## src/rtl/mem_port_arbiter.sv

```systemverilog
// mem_port_arbiter: shares one external memory port between I-cache refill
// and D-cache refill/writeback requests. D-side has priority. The I-side is
// granted after at most STARVE_MAX consecutive D grants while it waits.
//
// Ports:
//   clk_i, rst_i                      clock, synchronous active-high reset
//   ic_req_i/ic_addr_i                I-cache refill request and line address
//   ic_gnt_o/ic_done_o/ic_rdata_o     I grant pulse, done pulse, refill line
//   dc_req_i/dc_we_i/dc_addr_i/dc_wdata_i
//                                     D-cache request, write flag, address, data
//   dc_gnt_o/dc_done_o/dc_rdata_o     D grant pulse, done pulse, refill line
//   mem_req_o/mem_we_o/mem_addr_o/mem_wdata_o
//                                     memory request, held until mem_ready_i
//   mem_ready_i/mem_rdata_i           memory completion and read data
//   stall_core_o                      pipeline stall (combinational)
module mem_port_arbiter #(
  parameter int unsigned ADDR_W     = 32,
  parameter int unsigned LINE_W     = 128,
  parameter int unsigned STARVE_MAX = 4
) (
  input  logic              clk_i,
  input  logic              rst_i,
  input  logic              ic_req_i,
  input  logic [ADDR_W-1:0] ic_addr_i,
  output logic              ic_gnt_o,
  output logic              ic_done_o,
  output logic [LINE_W-1:0] ic_rdata_o,
  input  logic              dc_req_i,
  input  logic              dc_we_i,
  input  logic [ADDR_W-1:0] dc_addr_i,
  input  logic [LINE_W-1:0] dc_wdata_i,
  output logic              dc_gnt_o,
  output logic              dc_done_o,
  output logic [LINE_W-1:0] dc_rdata_o,
  output logic              mem_req_o,
  output logic              mem_we_o,
  output logic [ADDR_W-1:0] mem_addr_o,
  output logic [LINE_W-1:0] mem_wdata_o,
  input  logic              mem_ready_i,
  input  logic [LINE_W-1:0] mem_rdata_i,
  output logic              stall_core_o
);

  localparam int unsigned CNT_W = $clog2(STARVE_MAX + 1);

  typedef enum logic [1:0] {
    ST_IDLE    = 2'd0,
    ST_SERVE_I = 2'd1,
    ST_SERVE_D = 2'd2,
    ST_RESP    = 2'd3
  } state_t;

  state_t              r_state, w_state_nxt;
  logic                r_win_d, w_win_d_nxt;
  logic [CNT_W-1:0]    r_starve_cnt, w_starve_nxt;
  logic                r_ic_gnt, w_ic_gnt_nxt;
  logic                r_dc_gnt, w_dc_gnt_nxt;
  logic                r_ic_done, w_ic_done_nxt;
  logic                r_dc_done, w_dc_done_nxt;
  logic [LINE_W-1:0]   r_ic_rdata, w_ic_rdata_nxt;
  logic [LINE_W-1:0]   r_dc_rdata, w_dc_rdata_nxt;
  logic                r_mem_req, w_mem_req_nxt;
  logic                r_mem_we, w_mem_we_nxt;
  logic [ADDR_W-1:0]   r_mem_addr, w_mem_addr_nxt;
  logic [LINE_W-1:0]   r_mem_wdata, w_mem_wdata_nxt;
  logic                w_i_starved;

  // I-side has waited through STARVE_MAX D grants: D must yield this round
  assign w_i_starved = ic_req_i && (r_starve_cnt == CNT_W'(STARVE_MAX));

  // State and registered outputs
  always_ff @(posedge clk_i) begin
    if (rst_i) begin
      r_state      <= ST_IDLE;
      r_win_d      <= 1'b0;
      r_starve_cnt <= '0;
      r_ic_gnt     <= 1'b0;
      r_dc_gnt     <= 1'b0;
      r_ic_done    <= 1'b0;
      r_dc_done    <= 1'b0;
      r_ic_rdata   <= '0;
      r_dc_rdata   <= '0;
      r_mem_req    <= 1'b0;
      r_mem_we     <= 1'b0;
      r_mem_addr   <= '0;
      r_mem_wdata  <= '0;
    end else begin
      r_state      <= w_state_nxt;
      r_win_d      <= w_win_d_nxt;
      r_starve_cnt <= w_starve_nxt;
      r_ic_gnt     <= w_ic_gnt_nxt;
      r_dc_gnt     <= w_dc_gnt_nxt;
      r_ic_done    <= w_ic_done_nxt;
      r_dc_done    <= w_dc_done_nxt;
      r_ic_rdata   <= w_ic_rdata_nxt;
      r_dc_rdata   <= w_dc_rdata_nxt;
      r_mem_req    <= w_mem_req_nxt;
      r_mem_we     <= w_mem_we_nxt;
      r_mem_addr   <= w_mem_addr_nxt;
      r_mem_wdata  <= w_mem_wdata_nxt;
    end
  end

  // Next-state and next-output logic
  always_comb begin
    w_state_nxt     = r_state;
    w_win_d_nxt     = r_win_d;
    w_starve_nxt    = r_starve_cnt;
    w_ic_gnt_nxt    = 1'b0;
    w_dc_gnt_nxt    = 1'b0;
    w_ic_done_nxt   = 1'b0;
    w_dc_done_nxt   = 1'b0;
    w_ic_rdata_nxt  = r_ic_rdata;
    w_dc_rdata_nxt  = r_dc_rdata;
    w_mem_req_nxt   = r_mem_req;
    w_mem_we_nxt    = r_mem_we;
    w_mem_addr_nxt  = r_mem_addr;
    w_mem_wdata_nxt = r_mem_wdata;

    unique case (r_state)
      ST_IDLE: begin
        if (dc_req_i && !w_i_starved) begin
          w_state_nxt     = ST_SERVE_D;
          w_win_d_nxt     = 1'b1;
          w_dc_gnt_nxt    = 1'b1;
          w_mem_req_nxt   = 1'b1;
          w_mem_we_nxt    = dc_we_i;
          w_mem_addr_nxt  = dc_addr_i;
          w_mem_wdata_nxt = dc_wdata_i;
          if (!ic_req_i)
            w_starve_nxt = '0;
          else if (r_starve_cnt != CNT_W'(STARVE_MAX))
            w_starve_nxt = r_starve_cnt + CNT_W'(1);
        end else if (ic_req_i) begin
          w_state_nxt    = ST_SERVE_I;
          w_win_d_nxt    = 1'b0;
          w_ic_gnt_nxt   = 1'b1;
          w_mem_req_nxt  = 1'b1;
          w_mem_we_nxt   = 1'b0;
          w_mem_addr_nxt = ic_addr_i;
          w_starve_nxt   = '0;
        end else begin
          w_starve_nxt = '0;
        end
      end
      ST_SERVE_I, ST_SERVE_D: begin
        if (mem_ready_i) begin
          w_state_nxt   = ST_RESP;
          w_mem_req_nxt = 1'b0;
          if (r_win_d) begin
            w_dc_done_nxt = 1'b1;
            // writebacks leave the refill line untouched
            if (!r_mem_we)
              w_dc_rdata_nxt = mem_rdata_i;
          end else begin
            w_ic_done_nxt  = 1'b1;
            w_ic_rdata_nxt = mem_rdata_i;
          end
        end
      end
      ST_RESP: begin
        w_state_nxt = ST_IDLE;
      end
      default: begin
        w_state_nxt = ST_IDLE;
      end
    endcase
  end

  assign ic_gnt_o     = r_ic_gnt;
  assign dc_gnt_o     = r_dc_gnt;
  assign ic_done_o    = r_ic_done;
  assign dc_done_o    = r_dc_done;
  assign ic_rdata_o   = r_ic_rdata;
  assign dc_rdata_o   = r_dc_rdata;
  assign mem_req_o    = r_mem_req;
  assign mem_we_o     = r_mem_we;
  assign mem_addr_o   = r_mem_addr;
  assign mem_wdata_o  = r_mem_wdata;
  assign stall_core_o = (r_state != ST_IDLE) | ic_req_i | dc_req_i;

endmodule
```

## config.mk

```make
export PLATFORM = sky130hd
export DESIGN_NAME = mem_port_arbiter
export DESIGN_NICKNAME = d
export VERILOG_FILES = /design/src/rtl/mem_port_arbiter.sv
export SDC_FILE = /design/constraint.sdc
export NUM_CORES = 1
export LEC_CHECK = 0
export ABC_CLOCK_PERIOD_IN_PS = 2400
export CAP_MARGIN = 40
export CELL_PAD_IN_SITES_DETAIL_PLACEMENT = 0
export CELL_PAD_IN_SITES_GLOBAL_PLACEMENT = 1
export CORE_AREA = 2 2 294 296
export CTS_CLUSTER_DIAMETER = 80
export DETAILED_ROUTE_END_ITERATION = 10
export DIE_AREA = 0 0 296 298
export PLACE_DENSITY_LB_ADDON = 0.12
export SYNTH_ARGS = -nofsm -noshare
export SYNTH_HDL_FRONTEND = slang
export SYNTH_SLANG_ARGS = --single-unit
```

## constraint.sdc

```tcl
create_clock -name clk_i -period 2.4 [get_ports clk_i]
set_clock_uncertainty 0.15 [all_clocks]
set_input_delay 0.24 -clock clk_i [delete_from_list [all_inputs] [get_ports clk_i]]
set_output_delay 0.24 -clock clk_i [all_outputs]
set_load 0.05 [all_outputs]
```

After elaboration in Yosys (flattened, before gate mapping)
Cells that the tools add are included.
W data, S select, Z words.
{"block": "word_totals", "ram_bits": 0, "mem_bits_ro": 0, "word_cells": 67, "memories": 0, "in_bits": 326, "output_inout_bits": 423, "reg_bits": 428, "latchBits": 0}
{"block": "classes", "mul": 0, "bitwise_logic": 7, "shifts": 0, "add_sub_neg": 1, "reduce_logical": 18, "mux": 20, "order_cmp": 0, "eq_ne": 8, "div_mod_pow": 0}
{"operator": "$mux W32", "count": 2}
{"operator": "$mux W1", "count": 10}
{"operator": "$mux W3", "count": 3}
{"operator": "$reduce_and A2 Y1", "count": 4}
{"operator": "$mux W2", "count": 3}
{"operator": "$ne A3 B3 Y1 const B", "count": 2}
{"operator": "$pmux W2 S3", "count": 1}
{"operator": "$reduce_and A3 Y1", "count": 2}
{"operator": "$reduce_bool A2 Y1", "count": 3}
{"operator": "$reduce_or A3 Y1", "count": 2}
{"operator": "$not A1 Y1", "count": 5}
{"operator": "$eq A2 B2 Y1 const B", "count": 2}
{"operator": "$reduce_and A4 Y1", "count": 1}
{"operator": "$reduce_or A2 Y1", "count": 2}
{"operator": "$add A3 B1 Y3 const B", "count": 1}
{"operator": "$eq A3 B3 Y1 const B", "count": 1}
{"operator": "$ne A3 B2 Y1 const B", "count": 1}
{"operator": "$eq A2 B1 Y1 const B", "count": 1}
{"operator": "$logic_and A1 B1 Y1", "count": 2}
{"operator": "$logic_not A2 Y1", "count": 1}
{"operator": "$ne A2 B2 Y1 const B", "count": 1}
{"operator": "$or A1 B1 Y1", "count": 2}
{"operator": "$pmux W1 S2", "count": 1}
{"operator": "$logic_not A1 Y1", "count": 1}

Depth between registers and ports, before layout
{"block": "logic_depth", "depth_word": 6, "depth_mapped": 8}

Least setup slack after synthesis
Ideal clock, no wire load.
{"block": "synth_timing", "path_type": "register -> register", "from": "register r_state[0]", "to": "register r_state[0]", "path_slack_ps": 501, "n_path_buf": 1, "synth_period_minus_slack_ps": 1899, "required_time_ps": 2180, "arrival_time_ps": 1678, "stages_incl_launch_ff": 7, "cell_sequence": "dfxtp_1 -> inv_1 -> ha_1 -> or3b_1 -> clkbuf_1 -> o311ai_0 -> a21oi_1"}
{"block": "synth_between", "elab_chain_cells": 4}
{"element": "from (decl)", "line": "53", "rtl": "state_t r_state, w_state_nxt;"}
{"element": "from (signal assigned)", "line": "88", "rtl": "r_state <= w_state_nxt;"}
{"element": "$eq A2 B1 Y1 or $eq A2 B2 Y1 (tied branches)", "line": "120", "rtl": "unique case (r_state)"}
{"element": "$reduce_or A2 Y1", "line": "120"}
{"element": "$ne A2 B2 Y1 (no line)"}
{"element": "$reduce_and A2 Y1 (no line)"}
Parallel ways exist; a longest one is shown, timed or not.
A chain may end at the register's enable or synchronous reset.

Worst setup path after layout
{"block": "layout_timing", "from": "register r_mem_req (netlist: mem_req_o)", "to": "output port mem_req_o"}
{"element": "from (decl)", "line": "62", "rtl": "logic r_mem_req, w_mem_req_nxt;"}
{"element": "from (signal assigned)", "line": "97", "rtl": "r_mem_req <= w_mem_req_nxt;"}
{"element": "to (decl)", "line": "35", "rtl": "output logic mem_req_o,"}
No word-level cell between the ends.

==> out/results.tsv <==
metric	value	unit
switching fraction of total power	39.7	%
f_max	0.438	GHz
Leakage Power	8.92	nW
drt total wl	75700	um
internal cell power	16.6	mW
Hold EP	mem_wdata_o[70]	
IO buf count	748	
register area share after synthesis	54.8	%
max-slew violation count	0	
Max-Slew Margin vs Limit	53.7	%
clk_lat worst skew	0.59	ns
synthesized instance count	1949	
clk root buf	clkbuf_16	
syn nets	2279	
CTS buffer count	55	
clock transition at the registers of the reported paths	0.05	ns
met1 Use GR	17.7	%
GR Util met3	7.09	%
Die Ht	298	um
maximum VDD drop	0.471	mV
DR WL/cell	19.8	um
global-route wire length before repair	109000	um
Synth Register Bits	428	
initial drt markers	677	
Ys Warns	0	
clk sinks	428	
Initial Util	18.4	%
DRC violations left	0	
CTS tree	built	
Vias/cell	4.29	
register share of total power	31.9	%
critical path endpoint category	primary output	
worst hold slack	0.0527	ns
compound-gate portion of the synthesized area	19.9	%
CP Class	reg -> out	
Vias	16400	
dpl hpwl	54100	um
slowest stage delay, CP	0.94	ns
mux contribution to synthesized area	0.0721	%
total power	27.5	mW
Detail Route Antenna Nets	0	
vias in the first global route	16600	
FF-to-FF End	dc_rdata_o[69]	
RSZ-0062 raised after global routing	no	
worst r2r src	r_state[1]	
# nets final	2965	
synthesized area per cell	8.02	sq um
GR Overflow Total	0	
die area	88200	sq um
flop2flop setup slack	0.44	ns
Synth Area in Simple Gates	19.2	%
Post-Syn Area	15600	sq um
io pins	749	
initial antenna violation count	19	
worst path arrival time	1.89	ns
CP cell instances	clkdlybuf4s50_1	
minimum clock period	2.28	ns
final core occ	31.1	%
hold path depth	3	
worst-margin pin slew	0.693	ns
reg2reg path depth	6	
CP Max Fanout	2	
die width	296	um
TNS Setup	0	ns
final hold vios	0	
gpl congestion	0.803	
synthesized-area fraction occupied by adder cells	0.320	%
number of setup buffers added after CTS	0	
HP Start	dc_wdata_i[70]	
max-capacitance violation count	0	
GRT busiest layer	met2	
Worst path top cell family by delay	buffers and inverters	
H-tree Lvls	2	
clock share of power	29.8	%
row count	107	
# setup viols final	0	
switching power total	10.9	mW
Crit-path slowest cell	clkdlybuf4s50_1	
startpoint types	flop	
status	complete, no violations	
Pwr Density	1040	nW/um^2
Hold Crit Class	in -> reg	
Fillers	9094	
gr usage total	16.4	%
CTS Buffer Depth	3	
P&R area growth vs syn	68.8	%
first-pass iteration count of the detailed router	7	
synth unique cells	32	
met2 global-route usage	28.2	%
share of cells above drive strength 1	5.72	%
Worst EP required	2.01	ns
largest net degree at the start of global routing	94	
Core Area	84900	sq um
largest family of logic cells by synthesized area	compound AO/OA/AOI/OAI gates	
Worst Path Buf+Inv	1	
XOR/XNOR Fraction of Synth Area	0	%
final period utilization	95.1	%
Comb power frac	38.3	%
## cell usage after synthesis, drive strengths merged
cell	n	area share, %
and3b	1	0.056
clkbuf	102	2.5
inv	6	0.14
ha	4	0.32
o21a	1	0.048
o311ai	1	0.056
dfxtp	428	55
and3	2	0.080
a311oi	34	1.9
nand2b	1	0.040
a21oi	390	12
nand4b	1	0.056
or3b	1	0.056
nor2	37	0.89
nor4bb	1	0.064
a211oi	1	0.048
nand3	164	5.3
a32oi	2	0.11
buf	84	3.0
and4b	1	0.064
and2	1	0.040
mux2	1	0.072
nand3b	2	0.096
nand2	520	12
a21o	1	0.048
o21ai	162	5.2
## layer usage
metal	share of wire (%)	vias to the layer above
met2	48	571
li1	-	7984
met1	38	7708
met4	3.3	16
met3	11	135
met5	0.13	-
## per-stage QoR
stage | instance area, sq um | std cells | setup slack, ns
detailed placement | 24500 | 3714 | 0.238
global placement | 24500 | 3714 | 0.282
global route | 26400 | 3829 | 0.0133
floorplan | 15600 | 1949 | 0.501
finish | 26400 | 3829 | 0.117
CTS | 26300 | 3818 | 0.0196
## power groups by stage
stage	Sequential [mW]	Clock, mW	Combinational, mW
6_report	8.77	8.18	10.5
4_1_cts	8.78	8.51	10.6
5_1_grt	8.91	8.76	11.2
2_1_floorplan	12.6	0	2.67
3_5_place_dp	8.92	0	10.6
3_3_place_gp	8.89	0	10.6
## cell usage in the layout (no fill, tap or decap), types with 34 or more instances in the layout
cell             instances
clkdlybuf4s50_1        743
nand2_1                519
dfxtp_1                428
a21oi_1                390
nand3_1                163
o21ai_0                129
clkbuf_16               55
nor2_1                  37
buf_4                   36
a311oi_1                34
## cell families after synthesis
family | count (synthesis)
AOI/OAI and AO/OA | 592
buffers and inverters | 192
muxes | 1
and+or+nand+nor | 732
adders and majority gates | 4
DFF | 428
## flip-flops by register name, summed over array words and instances, names as in the netlist
name / count
dc_done_o: 1
dc_gnt_o: 1
dc_rdata_o: 128
ic_done_o: 1
ic_gnt_o: 1
ic_rdata_o: 128
mem_addr_o: 32
mem_req_o: 1
mem_wdata_o: 128
mem_we_o: 1
r_starve_cnt: 3
r_state: 2
r_win_d: 1
## layout make-up
| cell class | count | area (sq um) | share of cell area, % |
|---|---|---|---|
| antenna | 11 | 27.5 | 0.104 |
| clock buffer | 86 | 1640 | 6.23 |
| clock inverter | 10 | 126 | 0.479 |
| inverter | 6 | 22.5 | 0.0854 |
| multi-input combinational | 1329 | 6220 | 23.6 |
| sequential | 428 | 8570 | 32.5 |
| tap | 1144 | 1430 | 5.43 |
| timing repair buffer | 815 | 8330 | 31.6 |
## how the worst max path moves through the flow
stage	endpoint	cells after the start	slack, ns	from
2_1_floorplan	r_state[0]	6	0.50	r_state[0]
3_3_place_gp	mem_wdata_o[112]	5	0.28	dc_req_i
3_5_place_dp	mem_wdata_o[120]	5	0.24	dc_req_i
4_1_cts	stall_core_o	4	0.02	r_state[0]
5_1_grt	stall_core_o	4	0.01	r_state[0]
6_report	mem_req_o	1	0.12	mem_req_o
## repair_timing
| item | in CTS | in global routing |
|---|---|---|
| resized for setup | 3 | 1 |
| hold buffers | 8 | 0 |
| hold endpoints to repair | 36 | 0 |
| setup endpoints to repair | 2 | 1 |
Note: power is estimated with default switching activity, not from simulation.
